File: config.mk
export PLATFORM = sky130hd
export DESIGN_NAME = divider_arbiter
export DESIGN_NICKNAME = d
export VERILOG_FILES = /design/src/rtl/divider_arbiter.sv
export SDC_FILE = /design/constraint.sdc
export NUM_CORES = 1
export LEC_CHECK = 0
export ABC_CLOCK_PERIOD_IN_PS = 2900
export BUFFER_PORTS_ARGS = -buffer_cell sky130_fd_sc_hd__buf_2
export CORE_MARGIN = 3
export CORE_UTILIZATION = 30
export CTS_BUF_LIST = sky130_fd_sc_hd__clkbuf_4 sky130_fd_sc_hd__clkbuf_8
export DETAILED_ROUTE_END_ITERATION = 7
export PLACE_DENSITY = 0.64
export SLEW_MARGIN = 20
export SYNTH_ARGS = -nofsm -noshare
export SYNTH_HDL_FRONTEND = slang
export SYNTH_SLANG_ARGS = --single-unit
File: constraint.sdc
create_clock -name clk -period 2.9 [get_ports clk]
set_input_delay 0.58 -clock clk [delete_from_list [all_inputs] [get_ports clk]]
set_output_delay 0.58 -clock clk [all_outputs]
set_load 0.02 [all_outputs]
File: src/rtl/divider_arbiter.sv
// Round-robin front end that shares one start/done fixed-point divider among NUM_REQ
// requesters, with a zero-denominator bypass and a watchdog on hung divides.
module divider_arbiter #(
  parameter int NUM_REQ   = 4,
  parameter int ID_W      = 2,
  parameter int NUM_WIDTH = 17,
  parameter int DEN_WIDTH = 9,
  parameter int OUT_WIDTH = 17,
  parameter int TIMEOUT   = 64
) (
  input  logic                           clk,
  input  logic                           reset_n,
  input  logic [NUM_REQ-1:0]             req_valid,
  input  logic [NUM_REQ*NUM_WIDTH-1:0]   req_num,
  input  logic [NUM_REQ*DEN_WIDTH-1:0]   req_den,
  output logic [NUM_REQ-1:0]             req_ready,
  output logic                           resp_valid,
  input  logic                           resp_ready,
  output logic [ID_W-1:0]                resp_id,
  output logic [OUT_WIDTH-1:0]           resp_quotient,
  output logic                           resp_err,
  output logic                           div_start,
  output logic [NUM_WIDTH-1:0]           div_numerator,
  output logic [DEN_WIDTH-1:0]           div_denominator,
  input  logic [OUT_WIDTH-1:0]           div_quotient,
  input  logic                           div_done
);

  localparam int WD_W = $clog2(TIMEOUT + 1);

  localparam logic [2:0] S_IDLE   = 3'd0;
  localparam logic [2:0] S_ISSUE  = 3'd1;
  localparam logic [2:0] S_LAUNCH = 3'd2;
  localparam logic [2:0] S_WAIT   = 3'd3;
  localparam logic [2:0] S_ZERO   = 3'd4;
  localparam logic [2:0] S_RESP   = 3'd5;

  localparam logic [OUT_WIDTH-1:0] SAT_POS = {1'b0, {(OUT_WIDTH-1){1'b1}}};
  localparam logic [OUT_WIDTH-1:0] SAT_NEG = {1'b1, {(OUT_WIDTH-1){1'b0}}};

  logic [2:0]           state_q,  state_d;
  logic [ID_W-1:0]      rr_ptr_q, rr_ptr_d;
  logic [ID_W-1:0]      id_q,     id_d;
  logic [WD_W-1:0]      wd_q,     wd_d;
  logic [NUM_WIDTH-1:0] num_q,    num_d;
  logic [DEN_WIDTH-1:0] den_q,    den_d;
  logic [OUT_WIDTH-1:0] quo_q,    quo_d;
  logic                 err_q,    err_d;

  logic [NUM_REQ-1:0][NUM_WIDTH-1:0] num_arr;
  logic [NUM_REQ-1:0][DEN_WIDTH-1:0] den_arr;
  assign num_arr = req_num;
  assign den_arr = req_den;

  // Lowest valid index at/above rr_ptr wins; otherwise wrap to the lowest valid index.
  logic            hi_found, lo_found, gnt_found;
  logic [ID_W-1:0] hi_idx, lo_idx, gnt_idx;

  always_comb begin
    hi_found = 1'b0;
    hi_idx   = '0;
    lo_found = 1'b0;
    lo_idx   = '0;
    for (int i = NUM_REQ - 1; i >= 0; i--) begin
      if (req_valid[i]) begin
        lo_found = 1'b1;
        lo_idx   = ID_W'(i);
        if (ID_W'(i) >= rr_ptr_q) begin
          hi_found = 1'b1;
          hi_idx   = ID_W'(i);
        end
      end
    end
  end

  assign gnt_found = lo_found;
  assign gnt_idx   = hi_found ? hi_idx : lo_idx;

  always_comb begin
    state_d  = state_q;
    rr_ptr_d = rr_ptr_q;
    id_d     = id_q;
    wd_d     = wd_q;
    num_d    = num_q;
    den_d    = den_q;
    quo_d    = quo_q;
    err_d    = err_q;
    case (state_q)
      S_IDLE: begin
        if (gnt_found) begin
          id_d     = gnt_idx;
          num_d    = num_arr[gnt_idx];
          den_d    = den_arr[gnt_idx];
          rr_ptr_d = (gnt_idx == ID_W'(NUM_REQ - 1)) ? '0 : gnt_idx + ID_W'(1);
          state_d  = (den_arr[gnt_idx] == '0) ? S_ZERO : S_ISSUE;
        end
      end
      S_ISSUE:  state_d = S_LAUNCH;
      // Guard cycle: a done left high by the previous op must not complete this one.
      S_LAUNCH: begin
        wd_d    = '0;
        state_d = S_WAIT;
      end
      S_WAIT: begin
        wd_d = wd_q + WD_W'(1);
        if (div_done) begin
          quo_d   = div_quotient;
          err_d   = 1'b0;
          state_d = S_RESP;
        end else if (wd_q + WD_W'(1) == WD_W'(TIMEOUT)) begin
          quo_d   = '0;
          err_d   = 1'b1;
          state_d = S_RESP;
        end
      end
      S_ZERO: begin
        quo_d   = num_q[NUM_WIDTH-1] ? SAT_NEG : SAT_POS;
        err_d   = 1'b1;
        state_d = S_RESP;
      end
      S_RESP:   if (resp_ready) state_d = S_IDLE;
      default:  state_d = S_IDLE;
    endcase
  end

  always_ff @(posedge clk or negedge reset_n) begin
    if (!reset_n) begin
      state_q  <= S_IDLE;
      rr_ptr_q <= '0;
      id_q     <= '0;
      wd_q     <= '0;
      num_q    <= '0;
      den_q    <= '0;
      quo_q    <= '0;
      err_q    <= 1'b0;
    end else begin
      state_q  <= state_d;
      rr_ptr_q <= rr_ptr_d;
      id_q     <= id_d;
      wd_q     <= wd_d;
      num_q    <= num_d;
      den_q    <= den_d;
      quo_q    <= quo_d;
      err_q    <= err_d;
    end
  end

  // Accept strobe is combinational so a request dropped before its edge is never latched.
  assign req_ready       = (state_q == S_IDLE && gnt_found && reset_n) ?
                           (NUM_REQ'(1) << gnt_idx) : '0;
  assign div_start       = (state_q == S_ISSUE);
  assign resp_valid      = (state_q == S_RESP);
  assign resp_id         = id_q;
  assign resp_quotient   = quo_q;
  assign resp_err        = err_q;
  assign div_numerator   = num_q;
  assign div_denominator = den_q;

endmodule

### Word-level counts from Yosys, hierarchy flattened

Index checks and enable logic that the tools add are counted.

| storage, ports and cells | value |
|---|---|
| bits in registers | 58 |
| bits of input ports | 129 |
| output and inout port bits | 52 |
| word-level logic and storage cells | 80 |

| cells by class | value |
|---|---|
| $add $sub $neg | 2 |
| magnitude comparators | 5 |
| eq/ne operators | 10 |
| shifts and indexed selects | 1 |
| muxes and demuxes | 45 |
| reduce and logical (&&, ||, !) cells | 9 |

Operators with widths:

| operator | number |
|---|---|
| $mux W17 | 4 |
| $bmux W17 S2 | 1 |
| $pmux W17 S2 | 1 |
| $mux W2 | 14 |
| $bmux W9 S2 | 1 |
| $pmux W3 S6 | 1 |
| $mux W3 | 5 |
| $mux W1 | 14 |
| $pmux W7 S2 | 1 |
| $logic_not A9 Y1 | 1 |
| $mux W9 | 1 |
| $add A7 B1 Y7 const B | 1 |
| $eq A7 B7 Y1 const B | 1 |
| $eq A3 B2 Y1 const B | 2 |
| $eq A3 B3 Y1 const B | 2 |
| $ge A1 B2 Y1 const A | 2 |
| $ge A2 B2 Y1 const A | 2 |
| $mux W4 | 1 |
| $reduce_and A2 Y1 | 2 |
| $reduce_bool A2 Y1 | 2 |
| $shl A1 B2 Y4 const A | 1 |
| $eq A3 B1 Y1 const B | 1 |
| $logic_not A3 Y1 | 1 |
| $lt A2 B3 Y1 const B | 1 |
| other kinds (8) | 9 |

### Longest topological paths before layout

| depth | value |
|---|---|
| word-level depth | 16 |
| gate-level depth with buffers | 10 |
| depth with buffers taken out | 8 |

### Worst setup path after synthesis

No wires, ideal clock.

| timing path | value |
|---|---|
| path kind | input to output |
| start | in req_valid[3] |
| end | out req_ready[3] |
| data arrival time | 2.129 ns |
| slack | 0.191 ns |
| cell stages on the path | 7 |
| path buffers | 2 |
| cells stage by stage | mux2i_1 -> a32o_1 -> nor2_2 -> buf_4 -> clkbuf_1 -> ha_1 -> and3_1 |

| on the way | value |
|---|---|
| word-level cells in the longest chain between the ends | 10 |

Ends and longest elaborated chain:

| element | RTL line | text |
|---|---|---|
| start: declaration | 13 | `input logic [NUM_REQ-1:0] req_valid,` |
| $mux W2 or $mux W1 (tied branches) | 65 | `if (req_valid[i]) begin` |
| $mux W2 or $mux W1 (tied branches) | 68 | `if (ID_W'(i) >= rr_ptr_q) begin` |
| $mux W2 or $mux W1 (tied branches) | 65 |  |
| $mux W2 or $mux W1 (tied branches) | 68 |  |
| $mux W2 or $mux W1 (tied branches) | 65 |  |
| $mux W2 or $mux W1 (tied branches) | 68 |  |
| $mux W2 or $mux W1 (tied branches) | 65 |  |
| $mux W2 (*) | 77 | `assign gnt_idx = hi_found ? hi_idx : lo_idx;` |
| net gnt_idx[0] | 57 | `logic [ID_W-1:0] hi_idx, lo_idx, gnt_idx;` |
| $shl A1 B2 Y4 (*) | 150 | `(NUM_REQ'(1) << gnt_idx) : '0;` |
| $mux W4 (*) | 149 | `assign req_ready = (state_q == S_IDLE && gnt_found && reset_n) ?` |
| end: declaration | 16 | `output logic [NUM_REQ-1:0] req_ready,` |

Mark *: on every way through the listed nets, which the timed path passes. The rest lies on a longest branch.

### Worst setup path after layout

| timing path | value |
|---|---|
| start | reg rr_ptr_q[1] |
| end | out req_ready[3] |

| on the way | value |
|---|---|
| word-level cells in the longest chain between the ends | 12 |

Ends and longest elaborated chain:

| element | RTL line | text |
|---|---|---|
| start: declaration | 42 | `logic [ID_W-1:0] rr_ptr_q, rr_ptr_d;` |
| start signal: assignment | 138 | `rr_ptr_q <= rr_ptr_d;` |
| $ge A2 B2 Y1 | 68 |  |
| $mux W2 or $mux W1 (tied branches) | 68 |  |
| $mux W2 or $mux W1 (tied branches) | 65 |  |
| $mux W2 or $mux W1 (tied branches) | 68 |  |
| $mux W2 or $mux W1 (tied branches) | 65 |  |
| $mux W2 or $mux W1 (tied branches) | 68 |  |
| $mux W2 or $mux W1 (tied branches) | 65 |  |
| $mux W2 or $mux W1 (tied branches) | 68 |  |
| $mux W2 or $mux W1 (tied branches) | 65 |  |
| $mux W2 (*) | 77 |  |
| $shl A1 B2 Y4 (*) | 150 |  |
| $mux W4 (*) | 149 |  |

Mark *: on every way between the ends. The rest lies on a longest branch, timed or not.

==> summary.md <==
| Metric | Value |
|---|---|
| Residual DRC count | `0` |
| Most used DFF post-synth | `dfrtp_1` |
| Relative slew slack | `54.01%` |
| Async set-reset flop share out of synthesis | `100.0%` |
| Final core occ | `42.08%` |
| Worst Hold Class | `in -> async` |
| Final wirelength | `11.24 mm` |
| CP bufs+invs | `2` |
| Crit path largest cell delay | `480 ps` |
| Remaining global-route overflow | `0` |
| Yosys cell types | `57` |
| Antenna diode count | `0` |
| Final WS setup | `175.4 ps` |
| Number of flops mapped to enable cells by yosys | `0` |
| Final Hold Vio Count | `0` |
| Bufs on Longest Clock Path | `2` |
| Core box area | `11470 um2` |
| Die extent in y | `114.6 um` |
| Power Dens Cells | `1009 nW/um2` |
| Clk Latency, worst-skew pair | `330 ps` |
| WHS | `101.2 ps` |
| Vias in the first global route | `3681` |
| Layout cells sized above 1 | `38.42%` |
| Ports | `181` |
| Initial Utilization | `30.83%` |
| Sequential area share after synthesis | `41.05%` |
| RSZ-0062 raised after global routing | `false` |
| Clk slew on worst S/H paths | `70 ps` |
| Synth Cell Area | `3536 um2` |
| Final instance area | `4826 um2` |
| Commonest non-fill, non-tap cell in the layout | `buf_2` |
| Die Footprint | `13130 um2` |
| Dpl hpwl | `8.591 mm` |
| Crit Path Class | `reg -> out` |
| Internal power | `2718 uW` |
| Clk network pwr share | `17.0%` |
| Cells after synthesis | `403` |
| Iteration-0 DRC count of the detailed router | `193` |
| Status | `complete, no violations` |
| PortBufs | `180` |
| Final min period | `2725 ps` |
| Sequential Power Share | `30.8%` |
| Critical Path Start Type | `flop` |
| Arrival time worst endpoint | `2140 ps` |
| Max Cap Viol | `0` |
| Antenna Nets Post-Route | `0` |
| Setup bufs post-CTS | `0` |
| H-tree lvl count | `3` |
| Setup Total Neg Slack | `0 ps` |
| Final Wtd Congestion | `0.9076` |
| Syn_area_per_cell | `8.774 um2` |
| # setup viols final | `0` |
| Logic pwr share | `52.2%` |
| Number of synthesized register bits | `58` |
| Sw power | `2150 uW` |
| Fin nets | `712` |
| Highest Clock Rate | `367.0 MHz` |
| Final setup skew | `12.85 ps` |
| Root Buffer | `clkbuf_8` |
| DP Area | `4608 um2` |
| Top cells by area, synth | `dfrtp_1 (41%), nand2_1 (11%), a221o_1 (4.8%)` |
| Largest net degree at the start of global routing | `55` |
| Synth top area share | `41.05%` |
| Syn. warnings | `0` |
| P&R area growth vs syn | `36.48%` |
| Die Width | `114.6 um` |
| Switching part of the total | `44.17%` |
| Cell family with most CP delay | `flip-flops` |
| First-pass GRT wire length | `17.94 mm` |
| CP Cell Sequence | `mux2i_1 -> a32o_1 -> nor2_2 -> buf_4 -> ha_1 -> and3_1 -> buf_2` |
| Clock sinks | `58` |
| Worst Path Required | `2320 ps` |
| CTS tree | `done` |
| # resized after CTS | `0` |
| Max Slew Vio Count | `0` |
| Initial antenna violation count | `0` |
| Via density | `5.219` |
| Syn Nets | `537` |
| Most frequent cells in the layout | `buf_2 (180), nand2_1 (108), dfrtp_1 (58)` |
| Slew @ Worst Pin | `689.8 ps` |
| Leakage | `0.002593 uW` |
| Final period util | `93.95%` |
| CP endpoint kind | `output port` |
| Yosys top cell by area | `dfrtp_1` |
| Vias | `3789` |
| CP max-delay cell | `dfrtp_1` |
| Maximum vdd ir drop | `0.4443 mV` |
| Critical path fanouts, max | `10` |
| Cts hold-fix bufs | `0` |
| TritonRoute pass-1 iters | `4` |
| GRT Total Usage | `16.84%` |
| Cell row count | `39` |
| Place WS | `251.6 ps` |
| TritonCTS buffer count | `9` |
| Wirelength per Cell | `15.49 um` |
path summary, 6_finish.rpt:
| path | startpoint | endpoint | slack, ps | cells after the start |
|---|---|---|---|---|
| hold reg to reg | div_numerator[8] | div_numerator[8] | 470 | 1 |
| min in group clk | div_numerator[8] | div_numerator[8] | 470 | 1 |
| setup / recovery | rr_ptr_q[1] | req_ready[3] | 180 | 7 |
| hold / removal | reset_n | div_denominator[7] | 100 | 1 |
| setup reg to reg | rr_ptr_q[1] | state_q[2] | 440 | 8 |
| max in group asynchronous | reset_n | div_numerator[11] | 1850 | 2 |
cells in the mapped netlist (2+ instances only):
library cell and count:
nor4_1 2, inv_1 6, dfrtp_1 58, a32oi_1 5, o21ai_1 2, o31a_1 4, nor2_1 8, a21o_1 22
nor3_1 5, o31ai_1 8, o21ai_0 7, clkbuf_1 23, ha_1 5, mux2i_1 6, and3_1 25, mux2_2 2
nand2b_1 2, buf_6 2, o32a_1 4, o32ai_1 2, a211oi_1 2, a22o_1 3, o311ai_0 2, nand4_1 6
buf_2 7, nand2_1 108, nand3_1 6, a21oi_2 2, a21oi_1 6, xnor2_1 2, a311oi_1 17, nor2b_1 3
a221o_1 17
metrics by stage:
| stage | power [uW] | instances |
|---|---|---|
| floorplan | 3223 | 403 |
| global placement | 4015 | 710 |
| detailed placement | 4074 | 710 |
| CTS | 4937 | 726 |
| global route | 5264 | 726 |
| finish | 4868 | 726 |
cell type report:
cell class / instances / area, um2
timing repair buffer: 198 / 1049
tap: 143 / 178.9
inverter: 8 / 30.03
multi-input combinational: 303 / 1899
fill: 1159 / 6641
clock inverter: 7 / 93.84
clock buffer: 9 / 123.9
sequential: 58 / 1451
sequential cells by signal (all words and copies together), names as in the netlist:
signal and flops:
div_numerator 17, resp_quotient 17, div_denominator 9, wd_q 7, state_q 3, resp_id 2
rr_ptr_q 2, resp_err 1
per-layer routing:
layer	global-route usage (%)	share of wire, %	routed length (um)	vias to the layer above
met5	0	0	0	-
met4	6.176	1.7	187	0
met3	3.700	5.9	666	14
met2	27.78	50	5620	130
met1	21.59	42	4770	1812
li1	-	-	-	1833
power groups by stage:
stage               logic (uW)  registers [uW]  clock network, uW
detailed placement        2570            1510                  0
global route              2810            1560                899
finish                    2540            1500                828
CTS                       2570            1500                863
global placement          2520            1500                  0
floorplan                 1420            1800                  0
kinds of logic after synthesis:
logic type,count (synthesis),share of synthesized area [%]
multiplexers,8,2.335
adder cells (fa/ha/maj),5,1.769
buffers and inverters,42,5.237
AO/OA/AOI/OAI,112,25.76
flip-flops,58,41.05
XOR/XNOR,2,0.4955
AND/OR/NAND/NOR,176,23.36
No activity file was read; power rests on OpenSTA's default activity.
